==> src/rtl/bsa_pkg.sv <==
// Shared definitions for the bit-serial adder datapath: default width, receiver states, counter sizing.
package bsa_pkg;

    localparam int unsigned WIDTH = 8;

    typedef enum logic {
        IDLE  = 1'b0,
        SHIFT = 1'b1
    } state_e;

    // Counter width for a WIDTH-bit frame; never narrower than one bit.
    function automatic int unsigned cnt_w(input int unsigned w);
        return (w > 1) ? $clog2(w) : 1;
    endfunction

endpackage

==> src/rtl/serial_sum_receiver_if.sv <==
// Serial sum stream in, framed parallel result out, plus status and error-clear.
interface serial_sum_receiver_if #(
    parameter int unsigned WIDTH = bsa_pkg::WIDTH
) ();

    logic             frame_start;
    logic             bit_in;
    logic             bit_valid;
    logic             carry_in;
    logic [WIDTH-1:0] result;
    logic             carry_out;
    logic             result_valid;
    logic             result_ready;
    logic             busy;
    logic             overrun;
    logic             frame_err;
    logic             clear_err;

    modport slave (
        input  frame_start, bit_in, bit_valid, carry_in, result_ready, clear_err,
        output result, carry_out, result_valid, busy, overrun, frame_err
    );

    modport master (
        output frame_start, bit_in, bit_valid, carry_in, result_ready, clear_err,
        input  result, carry_out, result_valid, busy, overrun, frame_err
    );

endinterface

==> src/rtl/sipo_core.sv <==
// LSB-first serial-in/parallel-out shift register with frame bit counter.
// done_c pulses on the accept that completes a frame; word_c is the word that accept produces.
module sipo_core
    import bsa_pkg::*;
#(
    parameter int unsigned WIDTH = bsa_pkg::WIDTH,
    parameter int unsigned CNT_W = cnt_w(WIDTH)
) (
    input  logic             clk,
    input  logic             rst_n,
    input  logic             accept_i,
    input  logic             restart_i,
    input  logic             bit_i,
    output logic             done_c,
    output logic [WIDTH-1:0] word_c
);

    logic [WIDTH-1:0] shreg_q, shreg_d;
    logic [CNT_W-1:0] cnt_q, cnt_d;

    generate
        if (WIDTH > 1) begin : g_wide
            assign word_c = {bit_i, shreg_q[WIDTH-1:1]};
        end else begin : g_single
            assign word_c = bit_i;
        end
    endgenerate

    // A restart counts as bit 0 and overrides last-bit completion.
    always_comb begin
        cnt_d   = cnt_q;
        done_c  = 1'b0;
        shreg_d = shreg_q;
        if (accept_i) begin
            shreg_d = word_c;
        end
        if (restart_i) begin
            cnt_d  = (WIDTH == 1) ? CNT_W'(0) : CNT_W'(1);
            done_c = (WIDTH == 1);
        end else if (accept_i) begin
            if (cnt_q == CNT_W'(WIDTH - 1)) begin
                cnt_d  = CNT_W'(0);
                done_c = 1'b1;
            end else begin
                cnt_d = cnt_q + CNT_W'(1);
            end
        end
    end

    always_ff @(posedge clk or negedge rst_n) begin
        if (!rst_n) begin
            shreg_q <= '0;
            cnt_q   <= '0;
        end else begin
            shreg_q <= shreg_d;
            cnt_q   <= cnt_d;
        end
    end

endmodule

==> src/rtl/serial_sum_receiver.sv <==
// Frames the LSB-first sum stream from the bit-serial adder into a parallel word plus carry,
// held in a one-deep output buffer behind a valid/ready handshake.
module serial_sum_receiver
    import bsa_pkg::*;
#(
    parameter int unsigned WIDTH = bsa_pkg::WIDTH
) (
    input  logic                  clk,
    input  logic                  reset,
    serial_sum_receiver_if.slave  bus
);

    state_e           state_q, state_d;
    logic [WIDTH-1:0] result_q, result_d;
    logic             carry_q, carry_d;
    logic             valid_q, valid_d;
    logic             busy_q;
    logic             overrun_q, overrun_d;
    logic             ferr_q, ferr_d;

    logic             start_c;
    logic             accept_c;
    logic             consume_c;
    logic             done_c;
    logic [WIDTH-1:0] word_c;

    assign start_c   = bus.bit_valid & bus.frame_start;
    assign accept_c  = bus.bit_valid & ((state_q == SHIFT) | bus.frame_start);
    assign consume_c = valid_q & bus.result_ready;

    sipo_core #(
        .WIDTH (WIDTH)
    ) u_sipo (
        .clk       (clk),
        .rst_n     (reset),
        .accept_i  (accept_c),
        .restart_i (start_c),
        .bit_i     (bus.bit_in),
        .done_c    (done_c),
        .word_c    (word_c)
    );

    // Next state, output buffer and stickies; a set event beats clear_err.
    always_comb begin
        state_d   = state_q;
        result_d  = result_q;
        carry_d   = carry_q;
        valid_d   = valid_q;
        overrun_d = overrun_q & ~bus.clear_err;
        ferr_d    = ferr_q & ~bus.clear_err;

        if (start_c) begin
            state_d = (WIDTH == 1) ? IDLE : SHIFT;
            if (state_q == SHIFT) begin
                ferr_d = 1'b1;
            end
        end else if (done_c) begin
            state_d = IDLE;
        end

        if (consume_c) begin
            valid_d = 1'b0;
        end

        if (done_c) begin
            if (!valid_q || consume_c) begin
                result_d = word_c;
                carry_d  = bus.carry_in;
                valid_d  = 1'b1;
            end else begin
                overrun_d = 1'b1;
            end
        end
    end

    always_ff @(posedge clk or negedge reset) begin
        if (!reset) begin
            state_q   <= IDLE;
            result_q  <= '0;
            carry_q   <= 1'b0;
            valid_q   <= 1'b0;
            busy_q    <= 1'b0;
            overrun_q <= 1'b0;
            ferr_q    <= 1'b0;
        end else begin
            state_q   <= state_d;
            result_q  <= result_d;
            carry_q   <= carry_d;
            valid_q   <= valid_d;
            busy_q    <= (state_d == SHIFT);
            overrun_q <= overrun_d;
            ferr_q    <= ferr_d;
        end
    end

    assign bus.result       = result_q;
    assign bus.carry_out    = carry_q;
    assign bus.result_valid = valid_q;
    assign bus.busy         = busy_q;
    assign bus.overrun      = overrun_q;
    assign bus.frame_err    = ferr_q;

endmodule

==> src/flat_wrapper.sv <==
// flat-port wrapper written by rule: the top's interface ports become plain ports
module serial_sum_receiver_flat import bsa_pkg::*;
#(
    parameter int unsigned WIDTH = bsa_pkg::WIDTH
)
  (clk, reset, bus_frame_start, bus_bit_in, bus_bit_valid, bus_carry_in, bus_result_ready, bus_clear_err, bus_result, bus_carry_out, bus_result_valid, bus_busy, bus_overrun, bus_frame_err);
  serial_sum_receiver_if #(.WIDTH(WIDTH)) bus_i ();
  input  logic clk;
  input  logic reset;
  input wire logic [$bits(bus_i.frame_start)-1:0] bus_frame_start;
  input wire logic [$bits(bus_i.bit_in)-1:0] bus_bit_in;
  input wire logic [$bits(bus_i.bit_valid)-1:0] bus_bit_valid;
  input wire logic [$bits(bus_i.carry_in)-1:0] bus_carry_in;
  input wire logic [$bits(bus_i.result_ready)-1:0] bus_result_ready;
  input wire logic [$bits(bus_i.clear_err)-1:0] bus_clear_err;
  output wire logic [$bits(bus_i.result)-1:0] bus_result;
  output wire logic [$bits(bus_i.carry_out)-1:0] bus_carry_out;
  output wire logic [$bits(bus_i.result_valid)-1:0] bus_result_valid;
  output wire logic [$bits(bus_i.busy)-1:0] bus_busy;
  output wire logic [$bits(bus_i.overrun)-1:0] bus_overrun;
  output wire logic [$bits(bus_i.frame_err)-1:0] bus_frame_err;
  assign bus_i.frame_start = bus_frame_start;
  assign bus_i.bit_in = bus_bit_in;
  assign bus_i.bit_valid = bus_bit_valid;
  assign bus_i.carry_in = bus_carry_in;
  assign bus_i.result_ready = bus_result_ready;
  assign bus_i.clear_err = bus_clear_err;
  assign bus_result = bus_i.result;
  assign bus_carry_out = bus_i.carry_out;
  assign bus_result_valid = bus_i.result_valid;
  assign bus_busy = bus_i.busy;
  assign bus_overrun = bus_i.overrun;
  assign bus_frame_err = bus_i.frame_err;
  serial_sum_receiver #(.WIDTH(WIDTH)) u_core (.clk(clk), .reset(reset), .bus(bus_i));
endmodule
==> config.mk <==
export PLATFORM = sky130hd
export DESIGN_NAME = serial_sum_receiver_flat
export DESIGN_NICKNAME = d
export VERILOG_FILES = /design/src/rtl/bsa_pkg.sv /design/src/rtl/serial_sum_receiver_if.sv /design/src/rtl/sipo_core.sv /design/src/rtl/serial_sum_receiver.sv /design/src/flat_wrapper.sv
export SDC_FILE = /design/constraint.sdc
export NUM_CORES = 1
export LEC_CHECK = 0
export ABC_AREA = 1
export CAP_MARGIN = 5
export CORE_ASPECT_RATIO = 1.5
export CORE_UTILIZATION = 40
export DETAILED_ROUTE_END_ITERATION = 10
export GPL_ROUTABILITY_DRIVEN = 0
export PLACE_DENSITY = 0.64
export SKIP_LAST_GASP = 1
export SLEW_MARGIN = 25
export SYNTH_ARGS = -nofsm -noshare
export SYNTH_HDL_FRONTEND = slang
export SYNTH_SLANG_ARGS = --single-unit
==> constraint.sdc <==
create_clock -name clk -period 1.42 [get_ports clk]
set_input_delay 0.284 -clock clk [delete_from_list [all_inputs] [get_ports clk]]
set_output_delay 0.284 -clock clk [all_outputs]
set_load 0.05 [all_outputs]
==> flow_metrics.py <==
metrics = {
    "power": {
        "power_switching_mw": 0.936,
        "seqPwrFrac_pct": 42.0,
        "finalPower_mw": 2.39,
        "ir_drop_mv": 0.833,
        "p_leak_nw": 0.720,
        "p_comb_share_pct": 45.9,
        "swShare_pct": 39.2,
        "power_density_mw_per_mm2": 1700,
        "internal-power_mw": 1.45,
        "clkPwrFrac_pct": 12.1,
    },
    "synthesis": {
        "synth_area_um2": 997,
        "synth_nets": 116,
        "ys_types": 20,
        "netlist_instances": 106,
        "yosysSeqAreaShare_pct": 57.7,
        "yosys_warnings": 0,
        "syn_area_per_cell_um2": 9.41,
        "ys_ff_latch": 23,
    },
    "global_route": {
        "grt_pass1_wl_um": 3150,
        "grt_max_degree": 24,
        "grt_remaining_overflow": 0,
        "antenna_found_initial": 0,
        "grt_use_total_pct": 14.8,
        "grt_pass1_vias": 707,
    },
    "clock_network": {
        "numClockSinks": 23,
        "clock_path_buffers": 2,
        "cts-root-buf": "clkbuf_4",
        "cts-buffers-inserted": 3,
        "clkLatencyLatePin_ps": 300,
        "hold_buffers": 0,
        "cts_tree": "built",
        "clkTransAtPathRegs_ps": 130,
        "htree_num_levels": 1,
    },
    "detailed_routing": {
        "vias": 762,
        "routed_via_density": 4.92,
        "detail-route-antenna-nets": 0,
        "totalWireLength_um": 1870,
        "drc": 0,
        "wl_per_cell_um": 12.0,
        "drt_iter0_drc": 11,
        "dr.pass1.iters": 2,
    },
    "final_layout": {
        "multiInputGateArea_um2": 375,
        "final_cell_area_mm2": 0.00141,
        "fillCellCount": 172,
        "regArea_um2": 576,
        "area_growth_pct": 40.9,
        "nNetsFinal": 143,
        "layout-drive-gt1-share_pct": 22.7,
        "final_cell_count_no_fill": 155,
        "diodes": 0,
        "postLayoutCoreUtil_pct": 61.5,
    },
    "floorplanning": {
        "die-area_mm2": 0.00270,
        "boundaryPins": 21,
        "core-area_mm2": 0.00229,
        "num_rows": 21,
        "die_w_um": 42.8,
        "die_y_um": 63.2,
        "floorplan.initialDensity_pct": 43.6,
    },
    "setup_path": {
        "path_class": "reg -> reg",
        "crit_path_end_kind": "flop",
        "crit_fanout": 9,
        "required_ps": 1620,
        "arrival_ps": 1520,
        "critPathLaunchType": "flop",
    },
    "sta": {
        "whs_ps": 323,
        "slew_violations": 0,
        "slew_headroom_pct": 80.9,
        "fin_skew_ps": 6.51,
        "period_needed_ps": 1320,
        "setup_viol": 0,
        "finalSetupTns_ps": 0,
        "final_hold_viol_count": 0,
        "timing.final.ws_setup_ps": 97.7,
        "tightest_slew_ps": 287,
        "fin_crit_sh_pct": 93.1,
        "clock.fmax_ghz": 0.756,
        "rsz0062_at_grt": "false",
    },
    "placed_design": {
        "place_ws_ps": -5.58,
        "dp_hpwl_um": 1400,
        "numPlacedInstances": 150,
        "portBuffers": 20,
        "placed_area_mm2": 0.00136,
    },
    "worst_hold_path": {
        "hold_path_class": "in -> async",
    },
    "job": {
        "maxCapViolCount": 0,
    },
    "run_status": {
        "outcome": "finished clean",
    },
}
-- worst max-delay path, cell delays in order (launching register included) --
cell     delay (ps)
dfrtp_1         390
ha_1            160
ha_1            180
inv_1           100
nor2_4          130
nand3_4         130
nand2_1         100
nand2_1          50
-- path summary, 6_finish.rpt --
check / startpoint / endpoint / slack (ps) / depth (start not counted)
max: u_core.u_sipo.cnt_q[0] / u_core.bus.result[0] / 100 / 7
min: reset / u_core.bus.result[2] / 320 / 2
max reg2reg: u_core.u_sipo.cnt_q[0] / u_core.bus.result[0] / 100 / 7
min reg2reg: u_core.u_sipo.shreg_q[2] / u_core.u_sipo.shreg_q[1] / 520 / 2
max in group asynchronous: reset / u_core.u_sipo.shreg_q[2] / 870 / 2
min in group clk: u_core.u_sipo.shreg_q[2] / u_core.u_sipo.shreg_q[1] / 520 / 2
-- cell usage in the layout (no fill, tap or decap), drive strengths merged --
cell type,instances
inv,8
nor2,6
dfrtp,23
buf,18
o21bai,1
o22ai,1
ha,2
clkdlybuf4s50,7
clkinv,1
clkbuf,3
a21oi,3
nand3,19
nand2,39
o21ai,1
-- sequential cells by signal, indices dropped and copies added (netlist names) --
name / flops
u_core.u_sipo.cnt_q: 3
u_core.bus.result: 8
u_core.u_sipo.shreg_q: 7
u_core.bus.frame_err: 1
u_core.bus.result_valid: 1
u_core.bus.carry_out: 1
u_core.bus.overrun: 1
u_core.state_q: 1
-- power by group through the flow --
stage | logic, mW | clock network (mW) | registers [mW]
floorplan | 0.252 | 0 | 1.29
global placement | 1.07 | 0 | 1.01
detailed placement | 1.09 | 0 | 1.02
CTS | 1.09 | 0.302 | 1.01
global route | 1.17 | 0.333 | 1.03
finish | 1.10 | 0.289 | 1.01
-- kinds of logic after synthesis --
kind of cell	share of synthesized area [%]
compound gates	3.76
fa+ha+maj	2.51
simple gates	30.6
buf+inv	5.40
flops	57.7
-- cells in the mapped netlist --
| cell type | count | area (um2) |
|---|---|---|
| nand3_4 | 1 | 17.5 |
| a21oi_2 | 1 | 8.76 |
| o22ai_1 | 1 | 6.26 |
| buf_2 | 1 | 5.00 |
| nor2_2 | 1 | 6.26 |
| o21ai_1 | 1 | 5.00 |
| buf_6 | 1 | 11.3 |
| nor2_8 | 1 | 20.0 |
| nand2_1 | 37 | 139 |
| nand3_1 | 18 | 90.1 |
| buf_4 | 1 | 7.51 |
| dfrtp_1 | 23 | 576 |
| inv_2 | 1 | 3.75 |
| a21oi_1 | 2 | 10.0 |
| nand2_2 | 1 | 6.26 |
| ha_1 | 2 | 25.0 |
| nor2_1 | 4 | 15.0 |
| o21bai_1 | 1 | 7.51 |
| inv_1 | 7 | 26.3 |
| nand2_4 | 1 | 11.3 |
-- timing repair --
action / in CTS / in global routing
setup endpoints to repair: 0 / 9
resized for setup: 0 / 2
buffers inserted: 0 / 1
-- area by class of cell --
type / count / share of cell area [%]
inverters: 8 / 2.14
well taps: 23 / 2.05
clock inverters: 1 / 0.356
clock buffers: 3 / 1.60
flip-flops and latches: 23 / 41.0
repair buffers: 25 / 26.2
multi-input cells: 72 / 26.7
-- layer usage --
metal | track usage [%] | routed length, um | vias to the layer above
li1 | - | - | 394
met1 | 19.3 | 831 | 356
met2 | 24.8 | 964 | 10
met3 | 2.01 | 51 | 2
met4 | 4.69 | 20 | 0
met5 | 0 | 0 | -
(Power assumes the default switching activity.)
==> variant, RTL diff (config.mk and constraints unchanged) <==
Set the package constant `WIDTH` to 10 (it was 8).
--- a/src/rtl/bsa_pkg.sv
+++ b/src/rtl/bsa_pkg.sv
@@ -1,7 +1,7 @@
 // Shared definitions for the bit-serial adder datapath: default width, receiver states, counter sizing.
 package bsa_pkg;
 
-    localparam int unsigned WIDTH = 8;
+    localparam int unsigned WIDTH = 10;
 
     typedef enum logic {
         IDLE  = 1'b0,
Ports: changed (resized bus_result); port bits go from 21 to 23. No check against the original RTL was run, so the function may have changed too.
==> variant against the original RTL <==
Area after synthesis increased by 24%; sequential cell count up 5; worst hold slack better by 0.047 ns; routed wire length rose by 42%; cell area rose by 31%; critical path depth unchanged; non-clock buffer count rose by 9; global-route usage grew 2.4 points; fmax fell by 6.1%; worst setup slack got worse by 0.085 ns.
Power is not compared: it rests on default switching activity, and its combinational part moved more than twofold at a synthesized area within 25%.
==> variant: results (changes against the original RTL) <==
| Metric | Value |
|---|---|
| Routing usage on met3 | 2.58% (+0.58 points) |
| Sequential share of cell area | 38.1% (-2.9 points) |
| Delay of the slowest critical-path stage | 0.42 ns (+0.03 ns) |
| Worst-case headroom to the max-slew limit | 76.5% (-4.3 points) |
| Compound-Gate Fraction of Synth Area | 3.53% (-0.23 points) |
| M2 GR Usage | 28.9% (+4.1 points) |
| CTS Buffer Depth | 2 (unchanged) |
| H-tree levels | 1 (unchanged) |
| Slowest CP cell | dfrtp_1 |
| Clk tree area frac | 3.87% (+1.9 points) |
| Seq_cells | 28 (+22%) |
| Pin count of the biggest net entering global routing | 29 (+21%) |
| Lkg Pwr | between 0.9 and 1 nW |
| Crit path max fanout | 7 (-2) |
| Dpl hpwl | 1.90 mm (+36%) |
| CTS clk-pin slew, worst paths | 0.10 ns (-0.03 ns) |
| DRT Wirelength | 2.66 mm (+42%) |
| Multi-input gate area | 523 sq um (+39%) |
| Clk_skew | 0.00429 ns (-0.00222 ns) |
| Hold Fails Final Rpt | 0 (unchanged) |
| Fillcell total | 249 (+45%) |
| Max VDD drop | 0.681 mV |
| First-pass GRT wire length | 4.22 mm (+34%) |
| CTS root buf | clkbuf_8 |
| Family with the most delay on the worst path | simple AND/OR/NAND/NOR gates |
| Top cells by area, synth | dfrtp_1 57%, nand2_1 19%, nand4_1 6.1% |
| First drt pass iteration count | 4 (+2) |
| Register area | 702 sq um (+22%) |
| Placed Area | 0.00169 sq mm (+24%) |
| Initial antenna violation count | 0 (unchanged) |
| Run status | complete, no violations |
| Layout cell share with drive strength beyond 1 | 27.3% (+4.6 points) |
| Multi-input gates | 98 (+36%) |
| Buffering overhead | 25.4% (-0.79 points) |
| Xor/xnor share of the synthesized area | 0% (unchanged) |
| Syn nets | 149 (+28%) |
| N_diodes | 0 (unchanged) |
| Num CTS Buffers | 3 (unchanged) |
| Library cells used by synthesis | 18 (-10%) |
| Largest register FFs | 10 (+2) |
| Area grow syn2layout | 48.6% |
| Skew-Pair Late Insertion Delay | 0.27 ns (-0.03 ns) |
| Critical path arrival | 1.62 ns (+0.10 ns) |
| Post-CTS setup buffers | 0 (unchanged) |
| GR Layer Usage met1 | 21.1% (+1.8 points) |
| PortBufs | 22 (+10%) |
| Signal buffers | 34 (+36%) |
| Synth cell count leaders | 62 x nand2_1, 28 x dfrtp_1, 12 x nand4_1, 8 x inv_1 |
| Adder-cell area share of the yosys netlist | 2.02% (-0.49 points) |
| Initial drt markers | 37 (+26) |
| Vias in the first global route | 987 (+40%) |
| Nonclk inv count | 8 (unchanged) |
| Register area share after synthesis | 56.5% (-1.2 points) |
| Hold crit path type | in -> async |
| Via/cell ratio | 4.97 (+1.0%) |
| Nets | 183 (+28%) |
| Post-synthesis mux area share | 0% (unchanged) |
| Overall routing resource usage | 17.1% (+2.4 points) |
variant: cell types whose count changed after synthesis, sizes merged, moves of 2 or more:
cell and change:
nand2 +24, nand3 -13, nand4 +12, a21oi -2, o21ai +2, buf +3, dfrtp +5
variant: kinds of logic after synthesis:
| group | count (synthesis) |
|---|---|
| fa+ha+maj | 2 |
| flops | 28 |
| simple gates | 88 |
| buf+inv | 14 |
| compound gates | 7 |
variant: routing by layer:
layer	routed length [microns]	vias up	share of wire, %
met5	0	-	0
met2	1500	22	56
li1	-	518	-
met1	1050	504	39
met4	30	0	1.1
met3	81	4	3.0
variant: path summary, 6_finish.rpt:
check / start / endpoint / slack, ns / depth (start not counted)
setup / recovery: u_core.u_sipo.cnt_q[1] / u_core.bus.result[0] / 0.01 / 7
hold / removal: reset / u_core.bus.result[3] / 0.37 / 2
setup reg to reg: u_core.u_sipo.cnt_q[1] / u_core.bus.result[0] / 0.01 / 7
hold reg to reg: u_core.u_sipo.shreg_q[1] / u_core.u_sipo.shreg_q[1] / 0.48 / 2
max in group asynchronous: reset / u_core.state_q / 0.76 / 2
min in group clk: u_core.u_sipo.shreg_q[1] / u_core.u_sipo.shreg_q[1] / 0.48 / 2
variant: power by group:
part	internal [mW]	switching, mW
clock network	0.377	0.244
registers	0.907	0.117
logic	0.243	0.285
total	1.53	0.646
variant: per-stage QoR:
stage,setup TNS [ns],utilization [%],setup WS (ns),hold WS [ns],cells
after CTS,0,59.7,0.0188,0.380,208
final,0,62.6,0.0124,0.370,211
after global placement,-1.35,57.3,-0.0975,0.463,204
after floorplan,0,-,0.147,-0.0116,139
after detailed placement,-2.21,57.3,-0.147,0.476,204
after global routing,-0.742,62.6,-0.0759,0.400,211
